==> src/rtl/fetch_unit_pkg.sv <==
// -----------------------------------------------------------------------------
// fetch_unit_pkg
// Shared definitions for the instruction-fetch stage: FSM state encoding,
// instruction/PC widths, the bubble instruction and the PC step.
// -----------------------------------------------------------------------------
package fetch_unit_pkg;

    localparam int unsigned INSTR_W   = 32;
    localparam int unsigned PC_W      = 32;
    localparam logic [INSTR_W-1:0] NOP_INSTR = 32'h0000_0000;
    localparam logic [PC_W-1:0]    PC_INC    = 32'd4;

    // REQ: issue a request; WAIT: request outstanding; HOLD: fetched word
    // parked in the hold buffer until IF/ID drains the output slot.
    typedef enum logic [1:0] {
        ST_REQ  = 2'd0,
        ST_WAIT = 2'd1,
        ST_HOLD = 2'd2
    } fetch_state_e;

    // Instructions are word aligned; the two low address bits are dropped.
    function automatic logic [PC_W-1:0] align_pc(input logic [PC_W-1:0] addr);
        return {addr[PC_W-1:2], 2'b00};
    endfunction

endpackage

==> src/rtl/fetch_buffer.sv <==
// -----------------------------------------------------------------------------
// fetch_buffer
// Output slot presented to IF/ID plus a one-entry hold buffer that parks a
// fetched word while the slot is still occupied.
//
// Ports:
//   clk_i, rst_i     clock, asynchronous active-high reset
//   i_invalidate     flush slot and hold buffer (branch redirect)
//   i_load_slot      write {i_pc, i_instr} directly into the slot
//   i_load_hold      write {i_pc, i_instr} into the hold buffer
//   i_hold_to_slot   move the hold buffer into the slot
//   i_consume        IF/ID takes the slot this cycle
//   i_pc, i_instr    incoming fetched pair
//   o_pc, o_instr,   slot contents presented to IF/ID
//   o_valid
// -----------------------------------------------------------------------------
module fetch_buffer
    import fetch_unit_pkg::*;
(
    input  logic               clk_i,
    input  logic               rst_i,
    input  logic               i_invalidate,
    input  logic               i_load_slot,
    input  logic               i_load_hold,
    input  logic               i_hold_to_slot,
    input  logic               i_consume,
    input  logic [PC_W-1:0]    i_pc,
    input  logic [INSTR_W-1:0] i_instr,
    output logic [PC_W-1:0]    o_pc,
    output logic [INSTR_W-1:0] o_instr,
    output logic               o_valid
);

    logic [PC_W-1:0]    r_slot_pc;
    logic [INSTR_W-1:0] r_slot_instr;
    logic               r_slot_valid;
    logic [PC_W-1:0]    r_hold_pc;
    logic [INSTR_W-1:0] r_hold_instr;

    // NOTE: both entries are only two words wide, so they get a full reset;
    // that keeps instr_o at the bubble value straight out of reset.
    always_ff @(posedge clk_i or posedge rst_i) begin
        if (rst_i) begin
            r_slot_pc    <= '0;
            r_slot_instr <= NOP_INSTR;
            r_slot_valid <= 1'b0;
            r_hold_pc    <= '0;
            r_hold_instr <= NOP_INSTR;
        end else if (i_invalidate) begin
            r_slot_pc    <= '0;
            r_slot_instr <= NOP_INSTR;
            r_slot_valid <= 1'b0;
            r_hold_pc    <= '0;
            r_hold_instr <= NOP_INSTR;
        end else begin
            // A fresh word or the parked word replaces the slot; a consumed
            // slot with no replacement falls back to a bubble.
            if (i_load_slot) begin
                r_slot_pc    <= i_pc;
                r_slot_instr <= i_instr;
                r_slot_valid <= 1'b1;
            end else if (i_hold_to_slot) begin
                r_slot_pc    <= r_hold_pc;
                r_slot_instr <= r_hold_instr;
                r_slot_valid <= 1'b1;
            end else if (i_consume) begin
                r_slot_pc    <= '0;
                r_slot_instr <= NOP_INSTR;
                r_slot_valid <= 1'b0;
            end

            if (i_load_hold) begin
                r_hold_pc    <= i_pc;
                r_hold_instr <= i_instr;
            end
        end
    end

    assign o_pc    = r_slot_pc;
    assign o_instr = r_slot_instr;
    assign o_valid = r_slot_valid;

endmodule

==> src/rtl/fetch_unit.sv <==
// -----------------------------------------------------------------------------
// fetch_unit
// Instruction-fetch stage ahead of IF/ID. Owns the PC, runs one outstanding
// request at a time against instruction memory (req/ack), and presents
// (PC, instruction, valid) to IF/ID. Honours stalls and branch redirects and
// presents zero bubbles when nothing has been fetched.
//
// Ports:
//   clk_i, rst_i        clock, asynchronous active-high reset
//   Stall_i             IF/ID will not accept this cycle
//   Branch_i            single-cycle redirect request
//   BranchTarget_i      redirect PC (bits [1:0] ignored)
//   imem_req_o          one-cycle request strobe
//   imem_addr_o         request address
//   imem_ack_i          response strobe, imem_data_i valid with it
//   imem_data_i         instruction word
//   PC_o, instr_o       presented pair
//   valid_o             presented pair is a real instruction
//   FetchStall_o        IF/ID must take a bubble this cycle
// -----------------------------------------------------------------------------
module fetch_unit
    import fetch_unit_pkg::*;
#(
    parameter logic [PC_W-1:0] RESET_PC = 32'h0000_0000
) (
    input  logic               clk_i,
    input  logic               rst_i,
    input  logic               Stall_i,
    input  logic               Branch_i,
    input  logic [PC_W-1:0]    BranchTarget_i,
    output logic               imem_req_o,
    output logic [PC_W-1:0]    imem_addr_o,
    input  logic               imem_ack_i,
    input  logic [INSTR_W-1:0] imem_data_i,
    output logic [PC_W-1:0]    PC_o,
    output logic [INSTR_W-1:0] instr_o,
    output logic               valid_o,
    output logic               FetchStall_o
);

    fetch_state_e    r_state;
    fetch_state_e    w_state_nxt;
    logic [PC_W-1:0] r_pc;
    logic [PC_W-1:0] w_pc_nxt;
    logic            r_kill;
    logic            w_kill_nxt;

    logic            w_slot_valid;
    logic            w_consume;
    logic            w_load_slot;
    logic            w_load_hold;
    logic            w_hold_to_slot;

    assign w_consume = w_slot_valid & ~Stall_i;

    // NOTE: every signal gets its default before the branches below, so no
    // path leaves one unassigned and no latch is inferred.
    always_comb begin
        w_state_nxt    = r_state;
        w_pc_nxt       = r_pc;
        w_kill_nxt     = r_kill;
        w_load_slot    = 1'b0;
        w_load_hold    = 1'b0;
        w_hold_to_slot = 1'b0;

        if (Branch_i) begin
            // Redirect wins over everything, stalled or not.
            w_pc_nxt    = align_pc(BranchTarget_i);
            w_state_nxt = ST_REQ;
            w_kill_nxt  = 1'b0;
            // A request still in flight must have its response swallowed.
            // If that response lands this very cycle it is simply dropped.
            if (r_state == ST_WAIT && !imem_ack_i) begin
                w_state_nxt = ST_WAIT;
                w_kill_nxt  = 1'b1;
            end
        end else begin
            case (r_state)
                ST_REQ: w_state_nxt = ST_WAIT;
                ST_WAIT: begin
                    if (imem_ack_i) begin
                        if (r_kill) begin
                            w_kill_nxt  = 1'b0;
                            w_state_nxt = ST_REQ;
                        end else begin
                            w_pc_nxt = r_pc + PC_INC;
                            if (!w_slot_valid || w_consume) begin
                                w_load_slot = 1'b1;
                                w_state_nxt = ST_REQ;
                            end else begin
                                w_load_hold = 1'b1;
                                w_state_nxt = ST_HOLD;
                            end
                        end
                    end
                end
                ST_HOLD: begin
                    if (w_consume) begin
                        w_hold_to_slot = 1'b1;
                        w_state_nxt    = ST_REQ;
                    end
                end
                default: w_state_nxt = ST_REQ;
            endcase
        end
    end

    // NOTE: sequential state uses non-blocking assignments so every register
    // samples the pre-edge values regardless of statement order.
    always_ff @(posedge clk_i or posedge rst_i) begin
        if (rst_i) begin
            r_state <= ST_REQ;
            r_pc    <= RESET_PC;
            r_kill  <= 1'b0;
        end else begin
            r_state <= w_state_nxt;
            r_pc    <= w_pc_nxt;
            r_kill  <= w_kill_nxt;
        end
    end

    fetch_buffer u_fetch_buffer (
        .clk_i          (clk_i),
        .rst_i          (rst_i),
        .i_invalidate   (Branch_i),
        .i_load_slot    (w_load_slot),
        .i_load_hold    (w_load_hold),
        .i_hold_to_slot (w_hold_to_slot),
        .i_consume      (w_consume),
        .i_pc           (r_pc),
        .i_instr        (imem_data_i),
        .o_pc           (PC_o),
        .o_instr        (instr_o),
        .o_valid        (w_slot_valid)
    );

    // The request is dropped in a redirect cycle so the stale address never
    // reaches memory.
    assign imem_req_o   = (r_state == ST_REQ) && !Branch_i;
    assign imem_addr_o  = r_pc;
    assign valid_o      = w_slot_valid;
    assign FetchStall_o = ~w_slot_valid & ~Stall_i;

endmodule

==> config.mk <==
export PLATFORM = sky130hd
export DESIGN_NAME = fetch_unit
export DESIGN_NICKNAME = d
export VERILOG_FILES = /design/src/rtl/fetch_unit_pkg.sv /design/src/rtl/fetch_buffer.sv /design/src/rtl/fetch_unit.sv
export SDC_FILE = /design/constraint.sdc
export NUM_CORES = 1
export LEC_CHECK = 0
export CORE_ASPECT_RATIO = 1.4
export CORE_MARGIN = 10
export CORE_UTILIZATION = 40
export CTS_CLUSTER_DIAMETER = 60
export DETAILED_ROUTE_END_ITERATION = 10
export GPL_ROUTABILITY_DRIVEN = 0
export HOLD_SLACK_MARGIN = 0.15
export MAX_ROUTING_LAYER = met4
export PLACE_DENSITY = 0.66
export SYNTH_ARGS = -nofsm -noshare
export SYNTH_HDL_FRONTEND = slang
export SYNTH_SLANG_ARGS = --single-unit
export TNS_END_PERCENT = 30
==> constraint.sdc <==
create_clock -name clk_i -period 6.2 [get_ports clk_i]
set_input_delay 1.24 -clock clk_i [delete_from_list [all_inputs] [get_ports clk_i]]
set_output_delay 1.24 -clock clk_i [all_outputs]
set_load 0.01 [all_outputs]
=== Word-level counts from Yosys, hierarchy flattened ===
Index checks and enable logic that the tools add are counted.

* Equality and inequality tests: 5
* Bitwise logic cells: 4
* Reductions and logical operators: 14
* Multiplexer cells: 43
* Add/sub/neg operators: 1

{| class="wikitable"
|+ Operators with widths
! cell !! count
|-
| two-way mux 32 bit || 15
|-
| adder 32 x 3 -> 32 bit, second input constant || 1
|-
| two-way mux 1 bit || 22
|-
| two-way mux 2 bit || 5
|-
| != test 3 bit, second input constant || 2
|-
| one-hot mux 2 bit (3 select lines) || 1
|-
| nonzero test 2 bit || 3
|-
| AND reduction 2 bit || 2
|-
| nonzero test 4 bit || 1
|-
| zero test 1 bit || 3
|-
| AND reduction 3 bit || 1
|-
| AND 1 bit || 2
|-
| equality test 2 x 1 -> 1 bit, second input constant || 1
|-
| equality test 2 bit, second input constant || 1
|-
| logical AND 1 bit || 2
|-
| zero test 2 bit || 1
|-
| != test 2 bit, second input constant || 1
|-
| inverter 1 bit || 2
|-
| logical OR 1 bit || 1
|}

* Logic and storage cells: 75
* Input bits: 69
* Output and inout port bits: 99
* Bits in registers: 164

=== Depth between registers and ports, before layout ===
* Depth after elaboration: 10
* Mapped depth: 7
* Gate-level depth less buffers: 5

=== By module ===
From an unflattened synthesis, not the netlist that was laid out.

* Cells, all modules: 666
* Area, all modules: 7,548.5 um^2

{| class="wikitable"
|+ By module, submodules not included
! module !! sequential area each (um^2) !! area each (um^2) !! cells an instance !! instances
|-
| fetch_buffer || 3,228.1 || 5,580.4 || 432 || 1
|-
| fetch_unit || 825.8 || 1,968.1 || 234 || 1
|}

=== Least setup slack after synthesis ===
OpenSTA, ideal clock, no wires.

* Path kind: in2out
* Start point: input port Branch_i
* End point: output port imem_req_o
* Stages: 5
* Arrival time: 2.441 ns
* Data required time: 4.960 ns
* Path buffers: 4
* Slack: 2.519 ns
* Path through: clkbuf_1 clkbuf_1 buf_1 buf_1 nor3_1

* Longest elaborated chain between the ends: 2

{| class="wikitable"
|+ Ends and longest elaborated chain
! what !! line !! text
|-
| start: declaration || fetch_unit.sv:29 || <nowiki>input logic Branch_i,</nowiki>
|-
| zero test 1 bit || fetch_unit.sv:139 || <nowiki>assign imem_req_o = (r_state == ST_REQ) && !Branch_i;</nowiki>
|-
| logical AND 1 bit || fetch_unit.sv:139 ||
|-
| end: declaration || fetch_unit.sv:31 || <nowiki>output logic imem_req_o,</nowiki>
|}

Every way passes these cells.

=== Worst setup path in the final report ===
Same ends and word-level chain as after synthesis.

==> run_results.csv <==
group,metric,value,unit
synthesis,synth-edff-count,0,
worst_setup_path,critPathMaxFanout,77,
cts,clkSinkCount,160,
worst_setup_path,r2r_slack,3590,ps
worst_setup_path,worstPathArrival,2690,ps
synthesis,yosysMostFrequentCell,"nand2_1",
synthesis,synth_top_cell_area_share,0.5597,
routing,num_vias,6041,
die,die_w,133.0,µm
synthesis,ys_seq_elements,160,
synthesis,ys_warn_count,0,
synthesis,synth.top_cells.by_count,"nand2_1 (208), dfrtp_1 (160), a22oi_1 (64)",
routing,routed_via_density,5.413,
synthesis,synthesis.instances,734,
cells_and_area,fill_cells,1592,
global_routing,grt_pass1_vias,6007,
pwr,p_leak,4.144,nW
routing,routed_wirelength,20.72,mm
sta,skew,8.550,ps
worst_setup_path,crit_family,"buffers and inverters",
sta,post-route-period-util,0.6337,
synthesis,async_reset_ff_frac,1.000,
placed_design,placed_cells,1084,
die,io_pins,168,
sta,fin_tns_setup,0,ps
routing,drt-initial-drc-count,395,
pwr,powerDensity,272.6,nW/µm²
min_path,worstHoldPathType,"register to register",
cts,postCtsSetupRepairBufs,0,
cells_and_area,area_growth_syn_to_layout,32.87,%
cells_and_area,fin_cells,1116,
global_routing,grt_first_pass_wirelength,33.26,mm
cts,htree_levels,4,
cts,clockRootBuffer,"clkbuf_16",
die,fp.dieH,178.2,µm
placed_design,dp_slack,2247,ps
worst_setup_path,slowest_stage,"buf_4",
routing,ant_nets,0,
cells_and_area,post-route-util,0.5439,
worst_setup_path,path_buf_inv,3,
synthesis,syn_area_per_cell,9.745,µm²
pwr,finalPower,2.591,mW
die,dieArea,23710,µm²
cells_and_area,final_nets,937,
synthesis,synth_cell_types,52,
cells_and_area,drive_gt1_frac,0.06591,
global_routing,grt_use_total,0.1804,
cts,cts_hold_buf,0,
sta,layout_setup_ws,2271,ps
sta,hold_viol_final,0,
cts,cts_buffers,17,
routing,wl_per_cell,18.57,µm
die,initial_core_util,0.4094,
worst_setup_path,setup.worst_path.class,"input pin to primary output",
sta,slew_violations,0,
worst_setup_path,r2r_start,"r_state[0]",
global_routing,antenna_found_initial,0,
min_path,min_path_cells,2,
synthesis,syn-cell-area,7153,µm²
placed_design,port_buffers,163,
cts,path_clk_slew,60,ps
die,rows,57,
synthesis,ys.flop_type,"dfrtp_1",
worst_setup_path,reg2reg_depth,6,
run,maxCapViolCount,0,
worst_setup_path,r2r-end,"u_fetch_buffer.o_instr[3]",
die,coreArea,17470,µm²
sta,maxSlewHeadroom,0.2385,
routing,first_pass_iters,5,
pwr,vdd_drop_max,0.1749,mV
placed_design,post-dp-hpwl,14.09,mm
cts,clockBufferDepth,2,
sta,setup_viol,0,
worst_setup_path,critPathMaxStageDelay,610,ps
min_path,min_to,"u_fetch_buffer.o_instr[12]",
cells_and_area,diodes,0,
cts,cts_tree,"yes",
worst_setup_path,worstPathCellList,"buf_2, buf_4, nor3_1, clkdlybuf4s50_1",
synthesis,yosysTopAreaCell,"dfrtp_1",
synthesis,synth.area.top_cells,"dfrtp_1 (56%), nand2_1 (11%), a22oi_1 (6.7%)",
min_path,hold_start,"u_fetch_buffer.o_instr[12]",
sta,rsz0062_at_grt,"false",
global_routing,grt_overflow,0,
sta,fmax,254.5,MHz
synthesis,seq_area_frac_synth,0.5597,
worst_setup_path,required,4960,ps
cts,insertion_delay,430,ps
global_routing,grt_max_degree,78,
worst_setup_path,critPathCaptureType,"primary output",
routing,post-route-drc-count,0,
sta,tightestPinTransition,1142,ps
worst_setup_path,cp-start-kind,"input pin",
cts,cts_repair_resize_count,0,
status,outcome,"finished, final reports clean",
sta,period_minus_slack,3929,ps
-- metrics by stage --
stage	area, µm²	hold WS [ps]
CTS	9504	468.7
global placement	8912	449.8
global route	9504	487.9
detailed placement	8912	454.5
floorplan	7157	458.5
finish	9504	462.0
-- layer usage --
metal,up-vias,wire length [µm],track usage
li1,2874,-,-
met1,2968,8867,0.2195
met2,186,10540,0.2914
met3,13,1047,0.03885
met4,0,264,0.06342
met5,-,0,-
-- cells by family (layout without fill, tap and decap cells) --
group	after synthesis	after routing	share of synthesized area
simple gates	314	314	0.2034
flops	160	160	0.5597
fa+ha+maj	1	1	0.001749
buf+inv	67	212	0.04303
compound gates	179	179	0.1767
xor+xnor	11	11	0.01347
mux	1	1	0.001399
other cells	1	2	0.0005242
-- registers in the layout, indices dropped and copies added (netlist names) --
signal,flops
u_fetch_buffer.o_instr,32
u_fetch_buffer.r_hold_instr,32
u_fetch_buffer.o_pc,31
u_fetch_buffer.r_hold_pc,31
imem_addr_o,30
r_state,2
r_kill,1
u_fetch_buffer.o_valid,1
-- layout make-up --
cell class	count	area [µm²]	area share
Multi-Input combinational cell	508	2877	0.3027
Inverter	6	27.53	0.002896
Timing Repair Buffer	174	1709	0.1798
Clock inverter	12	135.1	0.01422
Tap cell	236	295.3	0.03107
Sequential cell	160	4004	0.4213
Clock buffer	20	456.7	0.04805
-- cells in the final DEF (no fill, tap or decap), types with 8 or more instances in the layout --
cell type        synthesis  routed
a22o_1                  34      34
a31oi_1                 12      12
nor4_1                   8       8
nand3_1                 18      18
dfrtp_1                160     160
nand4_1                 10      10
or4_1                    8       8
clkbuf_16                0      17
clkdlybuf4s50_1          0     162
o21ai_0                 15      15
nor2_1                  21      20
a21oi_1                 34      34
a22oi_1                 64      64
nand2_1                208     208
buf_4                    5      11
o31ai_1                  9       9
-- tightest hold or removal path: cells and delay by family (launching register included) --
family	cells	cell delay, ps
flip-flops	1	340
AND/OR/NAND/NOR	2	100
-- power by group --
group          switching (mW)  total, mW  internal [mW]
Clock                   0.432       1.05          0.616
Sequential             0.0721       1.17           1.10
Combinational           0.186      0.370          0.183
-- how the worst max path moves through the flow --
stage / from / end / slack (ps) / cells after the start
finish: Branch_i / imem_req_o / 2270 / 4
global route: Branch_i / imem_req_o / 2200 / 4
CTS: Branch_i / imem_req_o / 2280 / 4
detailed placement: imem_ack_i / u_fetch_buffer.o_instr[3] / 2250 / 7
global placement: imem_ack_i / u_fetch_buffer.o_instr[19] / 2240 / 7
floorplan: rst_i / imem_addr_o[10] / 640 / 1
Power figures use the tool's default switching activity.
